`src/rtl/mac_seq.sv`:
```
// Multiply-accumulate sequencer: feeds operand pairs one at a time to an
// external shift-add multiplier, sums the products, then biases, shifts and saturates.
module mac_seq #(
  parameter int ACC_W = 40
) (
  input  logic        clk,
  input  logic        reset,
  input  logic        cfg_start,
  input  logic [7:0]  cfg_len,
  input  logic [31:0] cfg_bias,
  input  logic [4:0]  cfg_shift,
  output logic        busy,
  input  logic [15:0] op_a,
  input  logic [15:0] op_b,
  input  logic        op_valid,
  output logic        op_ready,
  output logic [15:0] mul_in1,
  output logic [15:0] mul_in2,
  output logic        mul_start,
  input  logic [31:0] mul_out,
  input  logic        mul_done,
  output logic [31:0] res_data,
  output logic        res_sat,
  output logic        res_valid,
  input  logic        res_ready,
  output logic [2:0]  state_dbg
);

  // Handshakes: a transfer happens on a rising edge where valid and ready are
  // both high; valid and its data are held steady until that edge.
  typedef enum logic [2:0] {
    S_IDLE   = 3'd0,
    S_FETCH  = 3'd1,
    S_MSTART = 3'd2,
    S_MWAIT  = 3'd3,
    S_POST   = 3'd4,
    S_OUT    = 3'd5
  } state_t;

  state_t             state_q, state_d;
  logic [7:0]         len_q;
  logic [7:0]         cnt_q;
  logic [7:0]         cnt_inc;
  logic [31:0]        bias_q;
  logic [4:0]         shift_q;
  logic [ACC_W-1:0]   acc_q;
  logic [ACC_W:0]     biased;
  logic [ACC_W:0]     shifted;
  logic               over;

  assign cnt_inc  = cnt_q + 8'd1;
  // One spare bit above the accumulator so the bias add can never wrap.
  assign biased   = {1'b0, acc_q} + {{(ACC_W + 1 - 32){1'b0}}, bias_q};
  assign shifted  = biased >> shift_q;
  assign over     = |shifted[ACC_W:32];

  assign busy      = (state_q != S_IDLE);
  assign op_ready  = (state_q == S_FETCH);
  assign mul_start = (state_q == S_MSTART);
  assign res_valid = (state_q == S_OUT);
  assign state_dbg = state_q;

  always_comb begin
    state_d = state_q;
    case (state_q)
      S_IDLE:   if (cfg_start) state_d = (cfg_len == 8'd0) ? S_POST : S_FETCH;
      S_FETCH:  if (op_valid) state_d = S_MSTART;
      S_MSTART: state_d = S_MWAIT;
      S_MWAIT:  if (mul_done) state_d = (cnt_inc == len_q) ? S_POST : S_FETCH;
      S_POST:   state_d = S_OUT;
      S_OUT:    if (res_ready) state_d = S_IDLE;
      default:  state_d = S_IDLE;
    endcase
  end

  always_ff @(posedge clk) begin
    if (!reset) begin
      state_q  <= S_IDLE;
      len_q    <= 8'd0;
      cnt_q    <= 8'd0;
      bias_q   <= 32'd0;
      shift_q  <= 5'd0;
      acc_q    <= '0;
      mul_in1  <= 16'd0;
      mul_in2  <= 16'd0;
      res_data <= 32'd0;
      res_sat  <= 1'b0;
    end else begin
      state_q <= state_d;
      case (state_q)
        S_IDLE: begin
          if (cfg_start) begin
            len_q   <= cfg_len;
            bias_q  <= cfg_bias;
            shift_q <= cfg_shift;
            acc_q   <= '0;
            cnt_q   <= 8'd0;
          end
        end
        S_FETCH: begin
          if (op_valid) begin
            mul_in1 <= op_a;
            mul_in2 <= op_b;
          end
        end
        // mul_out is only meaningful in the done cycle, so it is summed right here.
        S_MWAIT: begin
          if (mul_done) begin
            acc_q <= acc_q + {{(ACC_W - 32){1'b0}}, mul_out};
            cnt_q <= cnt_inc;
          end
        end
        S_POST: begin
          res_sat  <= over;
          res_data <= over ? 32'hFFFF_FFFF : shifted[31:0];
        end
        default: ;
      endcase
    end
  end

endmodule

```
`config.mk`:
```
export PLATFORM = sky130hd
export DESIGN_NAME = mac_seq
export DESIGN_NICKNAME = d
export VERILOG_FILES = /design/src/rtl/mac_seq.sv
export SDC_FILE = /design/constraint.sdc
export NUM_CORES = 1
export LEC_CHECK = 0
export CORE_MARGIN = 2
export CORE_UTILIZATION = 51
export CTS_CLUSTER_SIZE = 24
export DETAILED_ROUTE_END_ITERATION = 12
export PLACE_DENSITY = 0.78
export SYNTH_ARGS = -nofsm -noshare
export SYNTH_HDL_FRONTEND = slang
export SYNTH_SLANG_ARGS = --single-unit
```
`constraint.sdc`:
```
create_clock -name clk -period 4 [get_ports clk]
set_input_delay 0.8 -clock clk [delete_from_list [all_inputs] [get_ports clk]]
set_output_delay 0.8 -clock clk [all_outputs]
set_load 0.02 [all_outputs]
```
### Word level (Yosys, flattened, before mapping)

Index checks and enable logic that the tools add are counted.

* register bits after elaboration: 161
* bits in latches: 0
* RAM bits: 0
* bits in read-only memories: 0
* input port bits: 115
* memories: 0

* add/subtract/negate cells: 3
* multipliers: 0
* divide/modulo/power cells: 0
* order comparisons: 0
* equal/unequal tests: 10
* shift operators: 1
* mux-type cells: 14
* bitwise gates (word level): 0
* reductions and logical operators: 9

Operators with widths (count)
* 40-bit 2-to-1 mux: 2
* 40-bit case mux with 2 select lines: 1
* 40-bit by 32-bit adder with 41-bit output: 1
* 41-bit by 5-bit >> shifter with 41-bit output: 1
* 40-bit by 32-bit adder with 40-bit output: 1
* 32-bit 2-to-1 mux: 1
* 3-bit 2-to-1 mux: 6
* 3-bit case mux with 6 select lines: 1
* 8-bit 2-to-1 mux: 2
* 8-bit case mux with 2 select lines: 1
* 9-bit OR reduction: 1
* 8-bit by 1-bit adder with 8-bit output, second input constant: 1
* 8-bit equality test: 1
* 8-bit logical NOT: 1
* 3-bit by 2-bit equality test with 1-bit output, second input constant: 2
* 3-bit equality test, second input constant: 2
* 2-bit inequality test, second input constant: 3
* 2-bit AND reduction: 2
* 4-bit AND reduction: 1
* 3-bit by 1-bit equality test with 1-bit output, second input constant: 1
* 3-bit logical NOT: 1
* 3-bit AND reduction: 1
* 3-bit nonzero test: 1
* 2-bit by 1-bit inequality test with 1-bit output, second input constant: 1
* 2-bit nonzero test: 1

### Longest topological paths before layout

* word-level depth: 5
* gate-level depth with buffers: 15
* mapped depth without buffers: 13

### Worst setup path after synthesis

OpenSTA, ideal clock, no wires.

* kind: flip-flop to flip-flop
* from: reg bias_q[0]
* to: reg res_data[4]
* data arrival time: 3.679 ns
* path slack: 0.204 ns
* cell stages (with the launch flop): 13
* buffers on the path: 0
* cell sequence: dfxtp_1 ha_1 fa_1 a21o_1 a221o_1 a22oi_1 nor4b_1 a2111o_1 inv_1 mux4_2 mux4_2 or4b_1 a22o_1

* longest elaborated chain between the ends: 4

Ends and longest elaborated chain
* from (decl): line 44 `logic [31:0] bias_q;`
* from (signal assigned): line 94 `bias_q <= cfg_bias;`
* 40-bit by 32-bit adder with 41-bit output (*): line 53 `assign biased = {1'b0, acc_q} + {{(ACC_W + 1 - 32){1'b0}}, bias_q};`
* 41-bit by 5-bit >> shifter with 41-bit output (*): line 54 `assign shifted = biased >> shift_q;`
* 9-bit OR reduction: line 55 `assign over = |shifted[ACC_W:32];`
* 32-bit 2-to-1 mux (*): line 115 `res_data <= over ? 32'hFFFF_FFFF : shifted[31:0];`
* to (signal assigned): line 115
* to (decl): line 22 `output logic [31:0] res_data,`

Every way passes the cells marked *; elsewhere a longest branch is shown, timed or not.
A chain may end at the register's enable or synchronous reset.

### Worst setup path after layout

* from: reg bias_q[0]
* to: reg res_data[9]

The elaborated chain is that of the path after synthesis.

==> summary.md <==
| Metric | Value |
|---|---|
| Status | `complete, no violations` |
| Start point of the worst hold path | `res_data[23]` |
| Hold buffer count at cts | `0` |
| Antenna diodes | `0` |
| First-pass GRT wire length | `70400 um` |
| Met3 routing resource usage after global routing | `3.55%` |
| Die width | `approximately 170 um` |
| DRC | `0` |
| Num CTS Buffers | `17` |
| Crit Reg-Reg Startpoint | `bias_q[0]` |
| CTS H-tree lvls | `4` |
| Power density cells | `301 mW/mm^2` |
| Die footprint | `0.0275 mm^2` |
| Via density per instance | `6.22` |
| Largest vdd supply drop | `0.000237 V` |
| GR met2 Demand/Resource | `49.3%` |
| Buffers added on ports | `186` |
| Total Nets Final | `between 2000 and 2500` |
| Sequential cell fraction of total power | `33.1%` |
| Library cell occupying the most area in the post-synthesis netlist | `dfxtp_1` |
| Transition time at the pin with the least slew margin | `1.12 ns` |
| CP startpoint kind | `flop` |
| Max-slew headroom | `25.4%` |
| Root buf cell | `clkbuf_16` |
| Pin count of the biggest net entering global routing | `64` |
| Syn_nets | `1922` |
| Internal power | `3.38 mW` |
| Number of enable flip-flop cells after synthesis | `0` |
| Die Ht | `166 um` |
| Antenna-violating nets left | `0` |
| RSZ-0062 raised after global routing | `true` |
| Most frequent cell on the critical path | `buf_4` |
| Switch share | `36.5%` |
| Total Routing Usage GR | `30.8%` |
| Core area | `0.0259 mm^2` |
| Data required time of the worst path | `4.34 ns` |
| End-of-flow core utilization | `68.4%` |
| Final-report max-slew violation count | `0` |
| Fraction of layout instances using a drive strength above 1 | `around 18%` |
| Post-synthesis sequential element count | `161` |
| Sequential-to-total area share from yosys stat | `approximately a quarter` |
| Cell types with the largest area share after synthesis | `dfxtp_1, nand2_1, ha_1, a21boi_0, a21oi_1` |
| Final hold violations | `0` |
| Cell chain of the critical path | `ha_4 -> fa_2 -> nand3_1 -> a21oi_2 -> o211ai_1 -> buf_4 -> a211o_4 -> a2111oi_4 -> buf_4 -> a311oi_1 -> nor2_1 -> o2111ai_2 -> a2111o_1 -> or3_4 -> a22o_1` |
| Minimum setup slack after placement | `-0.367 ns` |
| Mapped Area | `0.0134 mm^2` |
| Path category of the worst min-delay check | `reg -> reg` |
| Grt total ovfl | `0` |
| CP max stage cell | `a2111o_1` |
| DRT Wirelength | `44500 um` |
| Routed len/inst | `between 15 and 20 um` |
| Mean cell area of the mapped netlist | `7.68 um^2` |
| CP bufs+invs | `2` |
| HPWL after detailed placement | `32900 um` |
| F_max | `approximately 250 MHz` |
| Peak fanout along the critical path | `5` |
| CTS sink cnt | `approximately 160` |
| Starting DRC count in detailed routing | `1334` |
| Clock transition at the registers of the reported paths | `0.07 ns` |
| Layout area overhead | `32.6%` |
| Period minus WS final | `3.96 ns` |
| Worst Skew | `0.0147 ns` |
| Cell family with most CP delay | `compound AO/OA/AOI/OAI gates` |
| Fraction of synthesized cell area taken by the top area cell type | `between 20 and 25%` |
| Starting utilization of the core area | `about half` |
| Number of violations of the max-capacitance limit | `0` |
| Critical path startpoint | `bias_q[0]` |
| Global-route layer with the greatest usage | `met2` |
| Overall Power | `~5.3 mW` |
| Class of the most critical setup path | `reg -> reg` |
| Grt met1 use | `a little over two fifths` |
| Leading register cell type out of synthesis | `dfxtp_1` |
| Number of instances in the synthesized netlist | `1740` |
| Number of antenna violations at the first check in global routing | `0` |
| Via count of the first global-routing pass | `13800` |
| Overall via count from detail_route | `between 10000 and 15000` |
| Number of buffers on the longest clock path | `2` |
| CP Data Arrival Time | `4.31 ns` |
| Final Cycle Share | `~100%` |
| Number of ports placed on the die boundary | `187` |
| Static leakage | `6.88 nW` |
| Setup crit end kind | `flop` |
| Length of the first detailed-routing pass in iterations | `6` |
| Clock latency reported for the late side of the worst-skew pair | `~0.45 ns` |
| Count of cell types in the netlist | `103` |
| Setup-failing EPs final | `0` |
| Total number of placement rows | `between 50 and 60` |
| Combinational fraction of design power | `33.7%` |
| Weighted congestion at the end of routability-driven global placement | `roughly 0.96` |
| Min setup slack post-route | `0.0376 ns` |
| Count of yosys warnings during synthesis | `0` |
| Clk network pwr share | `33.2%` |
| CTS tree | `built` |
| Async S/R FF share, synth | `0%` |
| P_sw | `between 1.5 and 2 mW` |
| CP peak stage delay | `approximately 0.57 ns` |
[state kept, by name, summed over array words and instances (netlist names)]
signal     count
acc_q         40
bias_q        32
res_data      32
mul_in1       16
mul_in2       16
cnt_q          8
len_q          8
shift_q        5
state_dbg      3
res_sat        1
[worst reg2reg max path, cell delays in order, from the launching register on]
cell,delay (ns)
dfxtp_2,0.36
ha_4,0.14
fa_2,0.21
nand3_1,0.13
a21oi_2,0.20
o211ai_1,0.11
buf_4,0.19
a211o_4,0.37
a2111oi_4,0.35
buf_4,0.16
a311oi_1,0.08
nor2_1,0.21
o2111ai_2,0.17
a2111o_1,0.57
or3_4,0.43
a22o_1,0.19
[routing by layer]
metal	vias up	part of all wire (%)
met5	-	0
met2	634	46
met4	0	3.9
li1	7032	-
met1	6895	44
met3	117	6.6
[stage by stage]
stage,std cells,cell area (um^2),hold slack (ns),TNS (ns)
floorplan,1740,13400,0.448,0
global placement,2317,16400,0.437,-1.96
detailed placement,2317,16400,0.452,-4.11
CTS,2354,17100,0.468,0
global route,2361,17700,0.495,-0.358
finish,2361,17700,0.462,0
[path summary, 6_finish.rpt]
kind              slack [ns]  cells after the start      endpoint
setup reg to reg        0.04                     15   res_data[9]
setup / recovery        0.04                     15   res_data[9]
hold reg to reg         0.46                      2  res_data[23]
hold / removal          0.46                      2  res_data[23]
[cells in the mapped netlist, drive strengths merged (8+ instances only)]
cell type	count
o21a	20
inv	28
a32o	10
a21oi	106
and2	26
or3	19
a21o	27
mux2	12
a221oi	9
and3	22
clkbuf	73
a21boi	92
a311oi	9
dfxtp	161
o21ai	107
ha	65
nor2	113
o2111ai	9
a22oi	33
a221o	10
o22ai	8
nand3	42
a31oi	28
a211oi	34
nand2	267
nand2b	13
o211ai	17
and4	10
nand4	26
mux2i	9
xor2	32
nor4	8
mux4	17
nor2b	38
a22o	10
buf	49
nor3	33
o221ai	8
xnor2	39
[cell families (layout without fill, tap and decap cells)]
group | Yosys count | in the layout | share of synthesized area (%)
AO/OA/AOI/OAI | 615 | 615 | 32.5
XOR/XNOR | 71 | 71 | 4.65
flip-flops | 161 | 161 | 24.1
buffers and inverters | 150 | 436 | 4.96
AND/OR/NAND/NOR | 638 | 638 | 22.8
multiplexers | 38 | 38 | 4.58
adder cells (fa/ha/maj) | 67 | 67 | 6.39
[timing repair]
| action | 4_1_cts | 5_1_grt |
|---|---|---|
| endpoints found under the hold margin | 0 | 0 |
| setup endpoints to repair | 16 | 39 |
| pin swaps | 4 | 13 |
| buffers inserted | 5 | 7 |
| gates resized for setup | 9 | 95 |
[cell usage in the layout, fill, tap and decap left out, types with 31 or more instances in the layout]
| cell | n |
|---|---|
| clkdlybuf4s50_1 | 185 |
| a21boi_0 | 90 |
| a21oi_1 | 96 |
| a22oi_1 | 31 |
| xor2_1 | 31 |
| dfxtp_1 | 150 |
| nor2b_1 | 38 |
| o21ai_0 | 92 |
| nand2_1 | 265 |
| buf_4 | 187 |
| ha_1 | 49 |
| nor2_1 | 111 |
| nand3_1 | 41 |
| xnor2_1 | 39 |
| nor3_1 | 32 |
[power groups by stage]
stage,Sequential [mW],Clock (mW),Combinational [mW]
2_1_floorplan,1.79,0,1.03
4_1_cts,1.75,1.77,1.70
3_3_place_gp,1.79,0,1.65
6_report,1.77,1.77,1.79
3_5_place_dp,1.79,0,1.67
5_1_grt,1.78,1.84,1.92
[area by class of cell]
type | instances | area [um^2]
Multi-Input combinational cell | 1429 | 10000
Fill cell | 2119 | 8190
Timing Repair Buffer | 376 | 3310
Sequential cell | 161 | 3240
Clock buffer | 17 | 425
Tap cell | 335 | 419
Clock inverter | 15 | 211
Inverter | 28 | 105
(Power assumes the default switching activity.)
